### config.mk
export PLATFORM = sky130hd
export DESIGN_NAME = fetch_sequencer
export DESIGN_NICKNAME = d
export VERILOG_FILES = /design/src/rtl/fetch_sequencer.sv
export SDC_FILE = /design/constraint.sdc
export NUM_CORES = 1
export LEC_CHECK = 0
export ABC_CLOCK_PERIOD_IN_PS = 2000
export BUFFER_PORTS_ARGS = -buffer_cell sky130_fd_sc_hd__clkbuf_2
export CORE_MARGIN = 3
export CORE_UTILIZATION = 30
export DETAILED_ROUTE_END_ITERATION = 10
export GPL_TIMING_DRIVEN = 0
export SLEW_MARGIN = 20
export SYNTH_ARGS = -nofsm -noshare
export SYNTH_HDL_FRONTEND = slang
export SYNTH_SLANG_ARGS = --single-unit
export TNS_END_PERCENT = 100
### constraint.sdc
create_clock -name clk -period 2 [get_ports clk]
set_input_delay 0.1 -clock clk [delete_from_list [all_inputs] [get_ports clk]]
set_output_delay 0.1 -clock clk [all_outputs]
set_load 0.05 [all_outputs]
### src/rtl/fetch_sequencer.sv
// Instruction-fetch controller: owns the word PC, issues req/ack reads to
// instruction memory and buffers each returned word toward decode.
module fetch_sequencer #(
  parameter int                ADDR_W   = 5,
  parameter int                DATA_W   = 32,
  parameter logic [ADDR_W-1:0] RESET_PC = '0
) (
  input  logic              clk,
  input  logic              rst_n,
  output logic              mem_req,
  output logic [ADDR_W-1:0] mem_addr,
  input  logic              mem_ack,
  input  logic [DATA_W-1:0] mem_rdata,
  input  logic              redirect_valid,
  input  logic [ADDR_W-1:0] redirect_pc,
  output logic              inst_valid,
  input  logic              inst_ready,
  output logic [DATA_W-1:0] inst,
  output logic [ADDR_W-1:0] inst_pc,
  output logic [ADDR_W-1:0] pc,
  output logic [1:0]        state_dbg
);

  // Handshakes: mem_req stays high with mem_addr frozen until the cycle
  // mem_ack is sampled high; inst/inst_pc hold while inst_valid=1 and
  // inst_ready=0, and transfer on a clock edge where both are high.

  localparam logic [1:0] IDLE = 2'd0;
  localparam logic [1:0] REQ  = 2'd1;
  localparam logic [1:0] HOLD = 2'd2;

  logic [1:0]        state;
  logic              drop;
  logic [ADDR_W-1:0] target;

  // Address of the next request if a new one is launched this cycle.
  assign target    = redirect_valid ? redirect_pc : pc;
  assign state_dbg = state;

  always_ff @(posedge clk or negedge rst_n) begin
    if (!rst_n) begin
      state      <= IDLE;
      pc         <= RESET_PC;
      drop       <= 1'b0;
      mem_req    <= 1'b0;
      mem_addr   <= '0;
      inst_valid <= 1'b0;
      inst       <= '0;
      inst_pc    <= '0;
    end else begin
      case (state)
        IDLE: begin
          state    <= REQ;
          mem_req  <= 1'b1;
          mem_addr <= target;
          pc       <= target;
        end
        REQ: begin
          if (mem_ack) begin
            if (!drop && !redirect_valid) begin
              state      <= HOLD;
              mem_req    <= 1'b0;
              inst       <= mem_rdata;
              inst_pc    <= pc;
              inst_valid <= 1'b1;
              pc         <= pc + 1'b1;
            end else begin
              // Stale or flushed data: reissue to the current (or new) pc.
              drop     <= 1'b0;
              mem_addr <= target;
              pc       <= target;
            end
          end else if (redirect_valid) begin
            drop <= 1'b1;
            pc   <= redirect_pc;
          end
        end
        HOLD: begin
          if (redirect_valid || inst_ready) begin
            state      <= REQ;
            mem_req    <= 1'b1;
            inst_valid <= 1'b0;
            mem_addr   <= target;
            pc         <= target;
          end
        end
        default: begin
          state   <= IDLE;
          mem_req <= 1'b0;
        end
      endcase
    end
  end

endmodule
==> metrics.txt <==
ys async rst share 1.000; hold crit path type input pin to flip-flop; P&R area growth vs syn 31.77%; layout cells sized above 1 0.5547; die height 93.86 µm; end point of the worst hold path inst[4]$_DFFE_PN0P_; Synth Area in Adders 0.005402; crit path kind input pin to flip-flop; std cell rows 31; Net Count, Synth 207; unrepaired setup endpoints after global routing no; port buffer count 92; Post-Synth Simple-Gate Area 0.06159; total number of H-tree levels 2; CTS sink count 52; root buffer cell clkbuf_8; most frequent cells in the layout clkbuf_2, dfrtp_1, mux2_4; CTS Buffer Depth 2; #FFs+latches synth 52; multiplexer share of the synthesized area 0.2491; DRT antenna net count 0; CP required 2180 ps; max_cap viols 0; Congestion Overflow GR 0; Slew Viols, Final 0; worst r2r src drop$_DFFE_PN0P_; period utilization 0.8690; depth of the worst hold-timing path 2; Yosys cell types 34; vias in the first global route 1624; post-synthesis sequential area ratio 0.5619; drt pass-1 iters 4; Die Width 93.86 µm; number of diodes 0; CP Data Arrival Time 1920 ps; Worst Skew 4.428 ps; Cell Area, Synth 2316 µm²; Setup Viol. Count Final 0; first-pass GRT wire length 8.259 mm; Worst Reg2Reg Path Length in Cells 5; Initial Util 0.3143; largest net degree at the start of global routing 53; Post-synth EDFFs 0; Routed WL per cell 13.62 µm; Worst-path clk slew 90 ps; mean area per synthesized cell 14.12 µm²; Max Clock Freq 0.5754 GHz; Boundary Pins 93; vias post-DR 1647; synth warn 0; Final Hold Vio Count 0; die area 8810 µm²; worst r2r dst inst[24]$_DFFE_PN0P_; setup_tns 0 ps; GPL Wtd Cong 0.7207; vias per inst 4.525; Post-Syn Instances 164; CTS tree yes; Core ar. 7370 µm²; predominant post-synthesis flop cell dfrtp_1; post-layout minimum cycle time 1738 ps; Nets 308; clock latency on the worst-skew pair 290 ps; Synth Area in Compound Gates 0.08752; Initial DRC Count 47; outcome completed; Post-Synth XOR/XNOR Area 0; gr usage total 0.1189; main combinational cell family by area after synthesis multiplexers; dpl hpwl 3.608 mm; Post-route DRC 0; CTS buffer count 5; Routed Wire Length 4.956 mm; antenna violations before repair 0; critical path peak fanout 10; Slew HR 0.5274; worst hold path startpoint mem_rdata[4]; CP endpoint kind flip-flop; startpoint types input pin; setup slack, reg-to-reg 300 ps; Slew @ Worst Pin 708.9 ps; commonest non-fill, non-tap cell in the layout clkbuf_2
[critical path, stage by stage]
cell and delay [ps]:
dlygate4sd3_1 530, clkbuf_2 130, or3b_4 400, nand2b_4 150, buf_6 150, buf_6 160
mux2_4 300
[logic make-up (layout without fill, tap and decap cells)]
logic type	count (synthesis)	after routing
buffers and inverters	11	112
flip-flops	52	52
adder cells (fa/ha/maj)	1	1
AND/OR/NAND/NOR	27	27
multiplexers	41	41
AO/OA/AOI/OAI	32	32
[worst max path at each step]
stage	startpoint	end	slack, ps
finish	mem_ack	inst[24]$_DFFE_PN0P_	260
global route	mem_ack	inst[7]$_DFFE_PN0P_	210
CTS	mem_ack	inst[7]$_DFFE_PN0P_	280
detailed placement	drop$_DFFE_PN0P_	inst[7]$_DFFE_PN0P_	320
global placement	drop$_DFFE_PN0P_	inst[18]$_DFFE_PN0P_	320
floorplan	state_dbg[1]$_DFFE_PN0P_	inst[10]$_DFFE_PN0P_	110
[Yosys cell counts (2+ instances only)]
cell,n,area (µm²)
dfrtp_1,52,1301
mux2_4,32,480.5
a21oi_1,11,55.05
nor2_1,10,37.54
o21ai_0,6,30.03
buf_6,5,56.30
mux2_2,5,56.30
nand2_1,5,18.77
mux2i_1,4,40.04
nand2b_1,3,18.77
a31o_2,2,17.52
a31oi_1,2,12.51
buf_1,2,7.510
inv_1,2,7.510
nand4_1,2,12.51
nor3_1,2,10.01
o22ai_1,2,12.51
[flip-flops by register name, indices dropped and copies added, names as in the netlist]
| register | count |
|---|---|
| inst_valid | 1 |
| inst | 32 |
| mem_req | 1 |
| drop | 1 |
| pc | 5 |
| inst_pc | 5 |
| state_dbg | 2 |
| mem_addr | 5 |
[cell type report]
cell class	count	area [µm²]
repair buffers	94	483.0
multi-input cells	101	934.6
flip-flops and latches	52	1301
clock inverters	2	60.06
inverters	2	7.507
well taps	99	123.9
fillers	714	4318
clock buffers	5	68.82
plain buffers	9	72.57
[routing by layer]
metal	track usage	wire length, µm	share of wire
met4	0.02166	19	0.0038
met2	0.1875	2256	0.46
met5	0	0	0
met1	0.1640	2347	0.47
met3	0.03446	333	0.067
[metrics by stage]
step                      cells  area (µm²)  worst slack [ps]  utilization  hold WS, ps
after floorplan             164        2316             108.7            -       -195.6
after global placement      355        2900             317.9       0.3935        323.7
after detailed placement    355        2903             324.2       0.3939        234.6
after CTS                   364        3052             279.9       0.4141        17.24
after global routing        364        3052             206.6       0.4141        5.555
final                       364        3052             262.0       0.4141        31.36
[repair_timing]
item,4_1_cts,5_1_grt
setup buffers,0,0
endpoints found under the setup margin,0,0
resized for setup,0,0
hold buffers,2,0
hold endpoints to repair,53,0
Power is not shown: default switching activity piles up to over one toggle a cycle in this logic, so the estimate is an artifact.
